### src/rtl/stack_engine_if.sv
// Command/status bundle between the calculator front end and the stack engine.
interface stack_engine_if;
    logic       OP_VALID;
    logic [2:0] OP;
    logic [7:0] DIN;
    logic       BUSY;
    logic [7:0] TOP;
    logic [6:0] SP;
    logic [1:0] ERR;

    modport master (
        output OP_VALID, OP, DIN,
        input  BUSY, TOP, SP, ERR
    );

    modport slave (
        input  OP_VALID, OP, DIN,
        output BUSY, TOP, SP, ERR
    );
endinterface

### src/rtl/stack_engine.sv
// 8-bit LIFO operand stack for the stack calculator.
// PUSH/DUP/CLEAR complete in one edge; POP/ADD/SUB read the second-from-top
// entry through a registered memory read and commit two edges later.
module stack_engine #(
    parameter int DEPTH = 16
) (
    input  logic          CLK,
    input  logic          RESET,
    stack_engine_if.slave bus
);

    localparam int         AW       = $clog2(DEPTH);
    localparam logic [6:0] LP_DEPTH = 7'(DEPTH);

    localparam logic [2:0] OP_PUSH  = 3'd0;
    localparam logic [2:0] OP_POP   = 3'd1;
    localparam logic [2:0] OP_ADD   = 3'd2;
    localparam logic [2:0] OP_SUB   = 3'd3;
    localparam logic [2:0] OP_DUP   = 3'd4;
    localparam logic [2:0] OP_CLEAR = 3'd5;

    localparam logic [1:0] ERR_NONE = 2'b00;
    localparam logic [1:0] ERR_OVF  = 2'b01;
    localparam logic [1:0] ERR_UNF  = 2'b10;

    typedef enum logic [1:0] {
        S_IDLE,
        S_READ,
        S_EXEC
    } state_t;

    state_t          r_state;
    logic [6:0]      r_sp;
    logic [7:0]      r_top;
    logic [1:0]      r_err;
    logic [2:0]      r_op;
    logic [AW-1:0]   r_raddr;
    logic [7:0]      r_rdata;
    logic [7:0]      r_mem [DEPTH];

    state_t          w_state_nxt;
    logic [6:0]      w_sp_nxt;
    logic [7:0]      w_top_nxt;
    logic [1:0]      w_err_nxt;
    logic [2:0]      w_op_nxt;
    logic [AW-1:0]   w_raddr_nxt;
    logic            w_we;
    logic [AW-1:0]   w_waddr;
    logic [7:0]      w_wdata;
    logic [7:0]      w_res;
    logic [AW-1:0]   w_below_top;

    // Address of the second-from-top entry; forced to 0 when it does not exist
    // so the read never indexes past the array for non-power-of-two depths.
    assign w_below_top = (r_sp >= 7'd2) ? AW'(r_sp - 7'd2) : '0;

    // Arithmetic result: second-from-top op top, modulo 256.
    assign w_res = (r_op == OP_SUB) ? (r_rdata - r_top) : (r_rdata + r_top);

    // Next-state, command decode and memory write control.
    always_comb begin
        w_state_nxt = r_state;
        w_sp_nxt    = r_sp;
        w_top_nxt   = r_top;
        w_err_nxt   = r_err;
        w_op_nxt    = r_op;
        w_raddr_nxt = r_raddr;
        w_we        = 1'b0;
        w_waddr     = AW'(r_sp);
        w_wdata     = bus.DIN;

        case (r_state)
            S_IDLE: begin
                if (bus.OP_VALID) begin
                    case (bus.OP)
                        OP_PUSH: begin
                            if (r_sp == LP_DEPTH) begin
                                w_err_nxt = ERR_OVF;
                            end else begin
                                w_we      = 1'b1;
                                w_wdata   = bus.DIN;
                                w_top_nxt = bus.DIN;
                                w_sp_nxt  = r_sp + 7'd1;
                                w_err_nxt = ERR_NONE;
                            end
                        end
                        OP_POP: begin
                            if (r_sp == 7'd0) begin
                                w_err_nxt = ERR_UNF;
                            end else begin
                                w_op_nxt    = bus.OP;
                                w_raddr_nxt = w_below_top;
                                w_state_nxt = S_READ;
                            end
                        end
                        OP_ADD, OP_SUB: begin
                            if (r_sp < 7'd2) begin
                                w_err_nxt = ERR_UNF;
                            end else begin
                                w_op_nxt    = bus.OP;
                                w_raddr_nxt = w_below_top;
                                w_state_nxt = S_READ;
                            end
                        end
                        OP_DUP: begin
                            if (r_sp == 7'd0) begin
                                w_err_nxt = ERR_UNF;
                            end else if (r_sp == LP_DEPTH) begin
                                w_err_nxt = ERR_OVF;
                            end else begin
                                w_we      = 1'b1;
                                w_wdata   = r_top;
                                w_sp_nxt  = r_sp + 7'd1;
                                w_err_nxt = ERR_NONE;
                            end
                        end
                        OP_CLEAR: begin
                            w_sp_nxt  = 7'd0;
                            w_top_nxt = 8'h00;
                            w_err_nxt = ERR_NONE;
                        end
                        default: begin
                        end
                    endcase
                end
            end
            S_READ: begin
                w_state_nxt = S_EXEC;
            end
            S_EXEC: begin
                w_state_nxt = S_IDLE;
                w_sp_nxt    = r_sp - 7'd1;
                w_err_nxt   = ERR_NONE;
                if (r_op == OP_POP) begin
                    w_top_nxt = (r_sp == 7'd1) ? 8'h00 : r_rdata;
                end else begin
                    w_we      = 1'b1;
                    w_waddr   = w_below_top;
                    w_wdata   = w_res;
                    w_top_nxt = w_res;
                end
            end
            default: begin
                w_state_nxt = S_IDLE;
            end
        endcase
    end

    // State and architectural registers; reset aborts any in-flight op.
    always_ff @(posedge CLK) begin
        if (RESET) begin
            r_state <= S_IDLE;
            r_sp    <= 7'd0;
            r_top   <= 8'h00;
            r_err   <= ERR_NONE;
            r_op    <= OP_PUSH;
            r_raddr <= '0;
        end else begin
            r_state <= w_state_nxt;
            r_sp    <= w_sp_nxt;
            r_top   <= w_top_nxt;
            r_err   <= w_err_nxt;
            r_op    <= w_op_nxt;
            r_raddr <= w_raddr_nxt;
        end
    end

    // Stack storage with registered read; writes never occur while a read is pending.
    always_ff @(posedge CLK) begin
        if (w_we && !RESET) begin
            r_mem[w_waddr] <= w_wdata;
        end
        r_rdata <= r_mem[r_raddr];
    end

    assign bus.BUSY = (r_state != S_IDLE);
    assign bus.TOP  = r_top;
    assign bus.SP   = r_sp;
    assign bus.ERR  = r_err;

endmodule

### src/flat_wrapper.sv
// flat-port wrapper written by rule: the top's interface ports become plain ports
module stack_engine_flat 
#(
    parameter int DEPTH = 16
)
  (CLK, RESET, bus_OP_VALID, bus_OP, bus_DIN, bus_BUSY, bus_TOP, bus_SP, bus_ERR);
  stack_engine_if bus_i ();
  input  logic CLK;
  input  logic RESET;
  input wire logic [$bits(bus_i.OP_VALID)-1:0] bus_OP_VALID;
  input wire logic [$bits(bus_i.OP)-1:0] bus_OP;
  input wire logic [$bits(bus_i.DIN)-1:0] bus_DIN;
  output wire logic [$bits(bus_i.BUSY)-1:0] bus_BUSY;
  output wire logic [$bits(bus_i.TOP)-1:0] bus_TOP;
  output wire logic [$bits(bus_i.SP)-1:0] bus_SP;
  output wire logic [$bits(bus_i.ERR)-1:0] bus_ERR;
  assign bus_i.OP_VALID = bus_OP_VALID;
  assign bus_i.OP = bus_OP;
  assign bus_i.DIN = bus_DIN;
  assign bus_BUSY = bus_i.BUSY;
  assign bus_TOP = bus_i.TOP;
  assign bus_SP = bus_i.SP;
  assign bus_ERR = bus_i.ERR;
  stack_engine #(.DEPTH(DEPTH)) u_core (.CLK(CLK), .RESET(RESET), .bus(bus_i));
endmodule
### config.mk
export PLATFORM = sky130hd
export DESIGN_NAME = stack_engine_flat
export DESIGN_NICKNAME = d
export VERILOG_FILES = /design/src/rtl/stack_engine_if.sv /design/src/rtl/stack_engine.sv /design/src/flat_wrapper.sv
export SDC_FILE = /design/constraint.sdc
export NUM_CORES = 1
export LEC_CHECK = 0
export BUFFER_PORTS_ARGS = -buffer_cell sky130_fd_sc_hd__buf_2
export CAP_MARGIN = 20
export CELL_PAD_IN_SITES_DETAIL_PLACEMENT = 0
export CELL_PAD_IN_SITES_GLOBAL_PLACEMENT = 1
export CORE_ASPECT_RATIO = 0.6
export CORE_UTILIZATION = 45
export CTS_BUF_LIST = sky130_fd_sc_hd__clkbuf_4
export DETAILED_ROUTE_END_ITERATION = 16
export PLACE_DENSITY = 0.76
export SLEW_MARGIN = 25
export SYNTH_ARGS = -nofsm -noshare
export SYNTH_HDL_FRONTEND = slang
export SYNTH_SLANG_ARGS = --single-unit
### constraint.sdc
create_clock -name CLK -period 4.34 [get_ports CLK]
set_input_delay 1.085 -clock CLK [delete_from_list [all_inputs] [get_ports CLK]]
set_output_delay 1.085 -clock CLK [all_outputs]
set_load 0.05 [all_outputs]
=== After elaboration in Yosys (flattened, before gate mapping) ===
Memory sizes are Yosys's and may differ from the RTL's. A register that Yosys moved wholly into a read port is not among the register bits.
Index checks and enable logic that the tools add are counted.

* Bits in registers: 26
* Bits in writable memories: 128
* Word-level logic and storage cells: 99
* Memories kept: 1

* Add/subtract/negate cells: 5
* Magnitude comparators: 2
* Equality and inequality tests: 24
* Muxes and demuxes: 47
* Reductions and logical operators: 14

{| class="wikitable"
|+ Memories
! name !! words !! bits a word !! read ports !! clocked after memory_dff !! write ports !! RTL line !! text
|-
| u_core.r_mem || 16 || 8 || 1 || 1 || 1 || stack_engine.sv:39 || <nowiki>logic [7:0] r_mem [DEPTH];</nowiki>
|}

{| class="wikitable"
|+ Operators with widths
! cell !! count
|-
| two-way mux 8 bit || 10
|-
| case mux 8 bit (2 select lines) || 3
|-
| two-way mux 7 bit || 3
|-
| case mux 7 bit (3 select lines) || 1
|-
| two-way mux 4 bit || 5
|-
| inequality test 3 bit, second input constant || 6
|-
| two-way mux 2 bit || 7
|-
| case mux 7 bit (2 select lines) || 1
|-
| case mux 2 bit (2 select lines) || 3
|-
| AND reduction 4 bit || 3
|-
| case mux 2 bit (5 select lines) || 1
|-
| AND reduction 5 bit || 2
|-
| equality test 3 x 2 -> 1 bit, second input constant || 3
|-
| adder 8 bit || 1
|-
| case mux 4 bit (2 select lines) || 1
|-
| subtractor 8 bit || 1
|-
| adder 7 x 1 -> 7 bit, second input constant || 1
|-
| equality test 7 x 1 -> 1 bit, second input constant || 1
|-
| equality test 7 x 5 -> 1 bit, second input constant || 1
|-
| >= comparator 7 x 2 -> 1 bit, second input constant || 1
|-
| logical NOT 7 bit || 1
|-
| less-than comparator 7 x 2 -> 1 bit, second input constant || 1
|-
| two-way mux 1 bit || 7
|-
| subtractor 7 x 1 -> 7 bit, second input constant || 1
|-
| other kinds (18) || 27
|}

=== Logic depth before layout (Yosys ltp) ===
Gate-level depths: netlist (run 1).

* Depth in word-level cells: 9
* Gate-level depth with buffers: 11
* Mapped depth without buffers: 11

=== Worst setup path after synthesis (run 1) ===
No wires, ideal clock.

* Path kind: flip-flop to flip-flop
* Start: register u_core.r_top[0], in the netlist u_core.bus.TOP[0]
* End: memory u_core.r_mem[0][7], data pin
* Arrival: 3.249 ns
* Setup slack: 0.761 ns
* Cell stages (with the launch flop): 12
* Buffers on the path: 0
* Cell sequence: dfxtp_1 > inv_1 > ha_1 > nand2_1 > o21ai_0 > inv_1 > ha_1 > nor2b_1 > o31a_1 > o41ai_1 > xor2_1 > o21ai_0

* Longest elaborated chain between the ends: 4
* Elaborated cells between the ends (all ways): 5
* Classes of those cells: add/sub: 2; mux: 3

{| class="wikitable"
|+ RTL lines
! what !! RTL line !! text
|-
| from (decl) || stack_engine.sv:34 || <nowiki>logic [7:0] r_top;</nowiki>
|-
| from (signal assigned) || stack_engine.sv:161 || <nowiki>r_top <= w_top_nxt;</nowiki>
|-
| adder 8 bit or subtractor 8 bit (tied branches) || stack_engine.sv:58 || <nowiki>assign w_res = (r_op == OP_SUB) ? (r_rdata - r_top) : (r_rdata + r_top);</nowiki>
|-
| two-way mux 8 bit * || stack_engine.sv:58 ||
|-
| two-way mux 8 bit * || stack_engine.sv:134 || <nowiki>if (r_op == OP_POP) begin</nowiki>
|-
| case mux 8 bit (2 select lines) * || stack_engine.sv:72 || <nowiki>case (r_state)</nowiki>
|-
| net u_core.w_wdata[7] || stack_engine.sv:49 || <nowiki>logic [7:0] w_wdata;</nowiki>
|-
| to (decl) || stack_engine.sv:39 ||
|}

Mark *: on every way through the listed nets, which the timed path passes. The rest lies on a longest branch.

=== Worst setup path in the final report (run 1) ===
* Start: register u_core.r_top[0], in the netlist u_core.bus.TOP[0]
* End: memory u_core.r_mem[4][7], data pin

The elaborated chain is that of the path after synthesis.

==> out/results.md, run 1 <==
Synthesis
* average footprint of a synthesized cell: 14.6 µm²
* synthesized instance count: 514
* area share of the leading cell type in the synthesized netlist: 0.513
* Post-synth EDFFs: 128
* register bit count reported by yosys: 162
* Yosys warnings: 0
* FFs w/ async S/R, synth: 0
* biggest area contributors in the synthesized netlist: edfxtp_1 51%, mux4_2 12%, dfxtp_1 9.1%, ha_1 2.5%, nor2_1 2.2%
* number of distinct library cell variants in the gate-level netlist after synthesis: 69
* cell type with the largest total area after synthesis: edfxtp_1
* net count after synthesis: 544
* most used flip-flop cell after synthesis: edfxtp_1
* fraction of the yosys area taken by sequential cells: 0.603
* combined area of all synthesized cells: 7500 µm²

Floorplanning
* Vert. Die Dim: 102 µm
* # rows: 36
* area of the die: 17200 µm²
* die width: 169 µm
* number of I/O pins: 32
* starting density of the core: 0.461
* core area: 16300 µm²

Clock network
* CTS tree: built
* Setup Buffers After CTS: 0
* Reg clk slew, reported paths: 0.15 ns
* CTS buffer count: 17
* post-CTS resize count: 0
* H-Tree Depth: 4
* clock latency on the worst-skew pair: 0.54 ns
* sink count of the clock tree: 162
* number of buffers inserted by hold repair at cts: 0
* Clock Root Buffer: clkbuf_4
* worst-case clock buffer depth: 2

Cells and area
* area grow syn2layout: 7.87%
* nets: 568
* antenna diode count: 0
* total of fill cells in the finished design: 1363
* Seq. cell area: 4530 µm²
* final standard cell count with taps included and fillers excluded: 779
* fraction of layout instances using a drive strength above 1: 0.229
* multi-input combinational cell area: 2780 µm²

Place
* number of input and output port buffers inserted: 31
* gp weighted congestion: 0.903
* placement-stage worst setup slack: 0.797 ns
* placed insts: 747
* HPWL after detailed placement: 12.8 mm

Routing
* via count: 4756
* Residual DRC: 0
* detailed-route wire length: 18.0 mm
* Vias per Instance: 6.11
* DR iter-0 viols: 402
* number of routed nets with antenna violations: 0
* routed len/inst: 23.1 µm
* first-pass iteration count of the detailed router: 5

Timing
* number of hold violations in the final report: 0
* FMAX: 295 MHz
* final setup fails: 0
* RSZ-0062 raised after global routing: no
* number of max-slew violations in the final report: 0
* worst relative slew slack: 0.360
* Final Worst Setup Slack: 0.954 ns
* total negative setup slack: 0 ns
* final worst clock skew: 0.0282 ns
* Slew @ Worst Pin: 0.960 ns
* final critical delay including setup and external delays: 3.39 ns
* Period Utilization, post-route: 0.780

Setup path
* arrival time worst endpoint: 3.75 ns
* highest fanout seen on the critical path: 16
* Critical Setup Path Class: register to register
* category of the worst setup path launch point: register
* crit path from: u_core.bus.TOP[0]
* Register-to-Register Path Depth: 12
* setup slack of the worst register-to-register path: 0.95 ns
* kind of end point of the critical path: register
* endpoint of the most critical register-to-register path: u_core.r_mem[4][7]
* Critical Path Sink: u_core.r_mem[4][7]
* start of the worst register-to-register path: u_core.bus.TOP[0]
* worst path required time: 4.70 ns

Power and ir drop
* sequential power share: 0.609
* Internal Pwr Total: 2.02 mW
* IR Drop Worst-Case VDD: 0.178 mV
* combinational power share: 0.096
* Switching Fraction: 0.275
* static leakage: 2.64 nW
* power share of the clock group: 0.295
* Net Switching: 0.768 mW
* Pwr per Cell Area: 345 nW/µm²

Worst hold path
* worst min path class: register to register
* worst hold path stage count: 1

GRT
* sum of overflow across all layers after global routing: 0
* initial antenna violation count: 1
* number of global-route vias before repair: 4542
* maximum number of pins on one net before global-route repair: 29
* global-route wire length before repair: 27.5 mm
* total routing resource utilization after global routing: 0.222

Status
* status: completed

Run
* number of max-cap violations: 0

[area by class of cell]
class	instances	share of cell area
flip-flops and latches	162	0.559
multi-input cells	306	0.344
well taps	228	0.0353
repair buffers	36	0.0238
clock buffers	17	0.0158
clock inverters	15	0.0152
inverters	15	0.00696
[synthesized netlist by cell type (3+ instances only)]
cell type	count
o21ai_0	13
and2_1	3
or2_2	6
xnor2_1	7
or3_1	3
a221o_1	3
dfxtp_1	34
mux2i_1	6
a22oi_1	4
buf_2	11
nand2_1	15
and3b_1	3
nor2b_1	13
a311oi_1	5
o31a_1	4
nand3_1	9
a22o_1	3
ha_1	15
nor4_1	4
a211o_1	3
nand4_1	4
nor3_1	13
a21oi_1	12
and3_1	5
nor3b_1	4
a221oi_1	6
a211oi_1	11
o32ai_1	3
edfxtp_1	128
a31oi_1	3
xor2_1	3
mux4_2	40
clkbuf_1	15
inv_1	14
nor2_1	43
[how the worst min path moves through the flow]
stage              startpoint  slack, ns             end
3_5_place_dp   u_core.r_op[2]       0.52  u_core.r_op[2]
4_1_cts        u_core.r_op[2]       0.54  u_core.r_op[2]
3_3_place_gp   u_core.r_op[2]       0.51  u_core.r_op[2]
2_1_floorplan  u_core.r_op[2]       0.49  u_core.r_op[2]
5_1_grt        u_core.r_op[2]       0.57  u_core.r_op[2]
6_report       u_core.r_op[2]       0.54  u_core.r_op[2]
[cells in the final DEF (no fill, tap or decap), types with 4 or more instances in the layout]
master and count:
edfxtp_1 128, nor2_1 43, mux4_2 40, dfxtp_1 33, buf_2 31, clkbuf_4 17, nand2_1 15, ha_1 15
inv_1 14, o21ai_0 13, nor3_1 13, nor2b_1 13, a21oi_1 12, a211oi_1 11, nand3_1 9, xnor2_1 7
or2_2 6, mux2i_1 6, a221oi_1 6, and3_1 5, a311oi_1 5, buf_4 5, nor3b_1 4, o31a_1 4
a22oi_1 4, nor4_1 4, nand4_1 4, inv_6 4
[worst max-delay path, cell delays in order, from the launching register on]
cell and delay (ns):
dfxtp_1 0.50, inv_1 0.07, ha_1 0.28, nand2_1 0.04, o21ai_0 0.13, inv_1 0.09, ha_1 0.29, nor2b_1 0.14
o31a_1 0.28, o41ai_1 0.71, xor2_1 0.15, o21ai_0 0.25, buf_4 0.28
[flip-flops by register name, summed over array words and instances (netlist names)]
register	cells
u_core.bus.TOP	8
u_core.r_raddr	4
u_core.r_op	3
u_core.bus.SP	7
u_core.bus.ERR	2
u_core.r_rdata	8
u_core.r_state	2
u_core.r_mem	128
[through the flow]
| step | util | power, mW | instance area [µm²] | hold slack [ns] |
|---|---|---|---|---|
| 2_1_floorplan | - | 1.93 | 7500 | 0.486 |
| 3_3_place_gp | 0.482 | 1.99 | 7830 | 0.507 |
| 6_report | 0.498 | 2.79 | 8090 | 0.541 |
| 4_1_cts | 0.498 | 2.80 | 8090 | 0.541 |
| 5_1_grt | 0.498 | 2.89 | 8090 | 0.567 |
| 3_5_place_dp | 0.482 | 2.00 | 7840 | 0.522 |
[kinds of logic (layout without fill, tap and decap cells)]
group	Yosys count	after routing	synth area share
adders and majority gates	16	16	0.0277
buffers and inverters	46	83	0.0269
muxes	46	46	0.128
and+or+nand+nor	138	138	0.101
DFF	162	162	0.603
xor gates and xnor gates	10	10	0.0117
AOI/OAI and AO/OA	96	96	0.101
[routing by layer]
metal  up-vias  routed length (µm)  global-route usage
met4         0                 184              0.0497
li1       2105                   -                   -
met5         -                   0                   0
met3        17                1780              0.0662
met2       213                7390               0.313
met1      2421                8670               0.337
[power groups by stage]
stage                     combinational (mW)  clock (mW)  sequential (mW)
after floorplan                        0.172           0             1.75
after global placement                 0.258           0             1.74
after detailed placement               0.263           0             1.74
after CTS                              0.265       0.834             1.70
after global routing                   0.292       0.897             1.70
final                                  0.267       0.825             1.70
No activity file was read; power rests on OpenSTA's default activity.
==> run 2, diff against run 1 <==
--- a/config.mk
+++ b/config.mk
@@ -13,7 +13,7 @@
 export CORE_UTILIZATION = 45
 export CTS_BUF_LIST = sky130_fd_sc_hd__clkbuf_4
 export DETAILED_ROUTE_END_ITERATION = 16
-export PLACE_DENSITY = 0.76
+export PLACE_DENSITY = 0.79
 export SLEW_MARGIN = 25
 export SYNTH_ARGS = -nofsm -noshare
 export SYNTH_HDL_FRONTEND = slang
==> constraint.sdc (replaced) <==
create_clock -name CLK -period 3.1 [get_ports CLK]
set_input_delay 0.775 -clock CLK [delete_from_list [all_inputs] [get_ports CLK]]
set_output_delay 0.775 -clock CLK [all_outputs]
set_load 0.05 [all_outputs]
==> run 2 against run 1 <==
Clock-buffer cell count stayed put. Highest routed layer unchanged. Clock skew is 0.0097 ns higher. Die area stayed put. Global-route usage hardly changed. Sequential power is 40% higher. Cell count is 4.5% higher. Largest cell class unchanged. Worst setup slack worse by 0.88 ns. Total power is 44% higher. Flip-flop and latch count stayed put. Design area is 4.2% higher.
==> out/results.md, run 2 (synthesis gave the netlist of run 1 again) <==
Setup path
* most frequent CP cell: xor2_1
* Critical Setup Path Class: register to register
* slowest cell on the critical path: dfxtp_1
* cell-by-cell trace of the critical path: and3b_1, or2_2, xor2_1, ha_1, o21a_1, o31a_1, o41ai_2, buf_4, xor2_1, o21ai_4, buf_12
* arrival time worst endpoint: 3.32 ns, -0.43 ns
* kind of cell adding the most delay to the critical path: compound AO/OA/AOI/OAI gates
* instance count on the critical path: 11, -1
* worst path required time: 3.39 ns, -1.31 ns
* number of buffer and inverter stages on the critical path: 2, -1
* category of the worst setup path launch point: register
* highest fanout seen on the critical path: 16, unchanged
* kind of end point of the critical path: register
* Register-to-Register Path Depth: 11, -1
* delay contributed by the slowest stage of the critical path: 0.41 ns, -0.30 ns

Routing
* via count: 4841, +1.8%
* number of routed nets with antenna violations: 0, unchanged
* first-pass iteration count of the detailed router: 5, unchanged
* routed len/inst: 22.1 µm, -4.3%
* detailed-route wire length: 18.0 mm, about the same
* Residual DRC: 0, unchanged
* Vias per Instance: 5.95, -2.6%
* DR iter-0 viols: 500, +24%

Timing
* Slew @ Worst Pin: 0.746 ns, -0.214 ns
* final setup fails: 0, unchanged
* number of hold violations in the final report: 0, unchanged
* worst relative slew slack: 0.502, +0.142
* final critical delay including setup and external delays: 3.02 ns, -0.361 ns
* final worst clock skew: 0.0378 ns, +0.00966 ns
* FMAX: 331 MHz, +12%
* total negative setup slack: 0 ns, unchanged
* Period Utilization, post-route: 0.976, +0.196
* number of max-slew violations in the final report: 0, unchanged

Place
* placed insts: 781, +4.6%
* gp weighted congestion: 0.920, +2.0%
* number of input and output port buffers inserted: 31, unchanged
* Placed Instance Area: 8110 µm², +3.4%
* HPWL after detailed placement: 12.7 mm, -1.0%

Cells and area
* post-layout util: 0.519, +0.0211
* Layout Cell Area excl Fill: 8430 µm², +4.2%
* area grow syn2layout: 12.4%
* total of fill cells in the finished design: 1358, -0.37%
* final standard cell count with taps included and fillers excluded: 814, +4.5%
* fraction of layout instances using a drive strength above 1: 0.285, +0.0563
* max FFs per register: 128, unchanged
* antenna diode count: 0, unchanged
* most flop-heavy register: u_core.r_mem
* most common library cell in the layout ignoring fill and taps: edfxtp_1
* commonest cells after routing, fill and taps aside: 128 x edfxtp_1, 43 x nor2_1, 40 x mux4_2, 38 x buf_4
* nets: 603, +6.2%

GRT
* sum of overflow across all layers after global routing: 0, unchanged
* global-route wire length before repair: 27.5 mm, about the same
* maximum number of pins on one net before global-route repair: 33, +14%
* initial antenna violation count: 0, -1
* number of global-route vias before repair: 4587, +0.99%
* total routing resource utilization after global routing: 0.222, -0.000419

Floorplanning
* core area: 16300 µm², unchanged
* # rows: 36, unchanged
* die width: 169 µm, unchanged
* area of the die: 17200 µm², unchanged
* starting density of the core: 0.461, unchanged
* number of I/O pins: 32, unchanged
* Vert. Die Dim: 102 µm, unchanged

Power and ir drop
* Pwr per Cell Area: 477 nW/µm², +38%
* combinational power share: 0.104, +0.008
* IR Drop Worst-Case VDD: 0.267 mV, +50%
* power share of the clock group: 0.306, +0.011
* Switching Fraction: 0.282, +0.00736
* sequential power share: 0.590, -0.019
* Internal Pwr Total: 2.89 mW, +43%
* Net Switching: 1.14 mW, +48%
* static leakage: 2.86 nW, +8.0%

Status
* status: completed

Run
* number of max-cap violations: 0, unchanged

Clock network
* Reg clk slew, reported paths: 0.17 ns, +0.02 ns
* number of buffers inserted by hold repair at cts: 0, unchanged
* Clock Root Buffer: clkbuf_4
* H-Tree Depth: 4, unchanged
* sink count of the clock tree: 162, unchanged
* CTS buffer count: 17, unchanged
* CTS tree: built
* worst-case clock buffer depth: 2, unchanged
* clock latency on the worst-skew pair: 0.55 ns, about the same

Worst hold path
* worst hold path stage count: 1, unchanged
* worst min path class: register to register

==> run 2: layer usage <==
metal,GRT usage,vias to the layer above,part of all wire
li1,-,2162,-
met1,0.352,2422,0.49
met2,0.289,249,0.39
met3,0.0740,8,0.11
met4,0.0448,0,0.0033
met5,0,-,0
==> run 2: layout make-up <==
type	instances	area, µm²	area share
flip-flops and latches	162	4530	0.537
multi-input cells	306	2800	0.332
repair buffers	71	480	0.0570
well taps	228	285	0.0338
clock inverters	15	159	0.0188
clock buffers	17	128	0.0151
inverters	15	56.3	0.00668
==> run 2: power groups by stage <==
| stage | Combinational, mW | Sequential, mW | Clock, mW |
|---|---|---|---|
| after detailed placement | 0.393 | 2.42 | 0 |
| after CTS | 0.400 | 2.38 | 1.26 |
| final | 0.418 | 2.38 | 1.23 |
| after floorplan | 0.243 | 2.45 | 0 |
| after global placement | 0.388 | 2.42 | 0 |
| after global routing | 0.448 | 2.38 | 1.35 |
==> run 2: path summary, 6_finish.rpt <==
path | from | endpoint | slack, ns
worst max-delay path | u_core.r_op[2] | u_core.r_mem[14][7] | 0.08
worst min-delay path | u_core.r_raddr[1] | u_core.r_raddr[1] | 0.52
worst max register to register | u_core.r_op[2] | u_core.r_mem[14][7] | 0.08
worst min register to register | u_core.r_raddr[1] | u_core.r_raddr[1] | 0.52
==> run 2: through the flow <==
| step | hold slack [ns] | power (mW) | setup slack (ns) |
|---|---|---|---|
| after global routing | 0.539 | 4.17 | -0.0268 |
| after global placement | 0.478 | 2.81 | 0.112 |
| after detailed placement | 0.490 | 2.82 | 0.0139 |
| after floorplan | 0.486 | 2.70 | 0.0996 |
| final | 0.518 | 4.03 | 0.0750 |
| after CTS | 0.524 | 4.04 | 0.0593 |
==> run 2: timing repair <==
item	in CTS	in global routing
endpoints found under the hold margin	0	0
cloned	0	0
endpoints found under the setup margin	16	47
pin swaps	0	1
gates resized for setup	1	4
setup buffers	0	1
==> run 2: worst register-to-register path, delay by kind of cell, from the launching register on <==
family / cells / cell delay, ns
AO/OA/AOI/OAI: 4 / 0.68
XOR/XNOR: 2 / 0.39
adder cells (fa/ha/maj): 1 / 0.35
buffers and inverters: 2 / 0.35
flip-flops: 1 / 0.41
AND/OR/NAND/NOR: 2 / 0.57
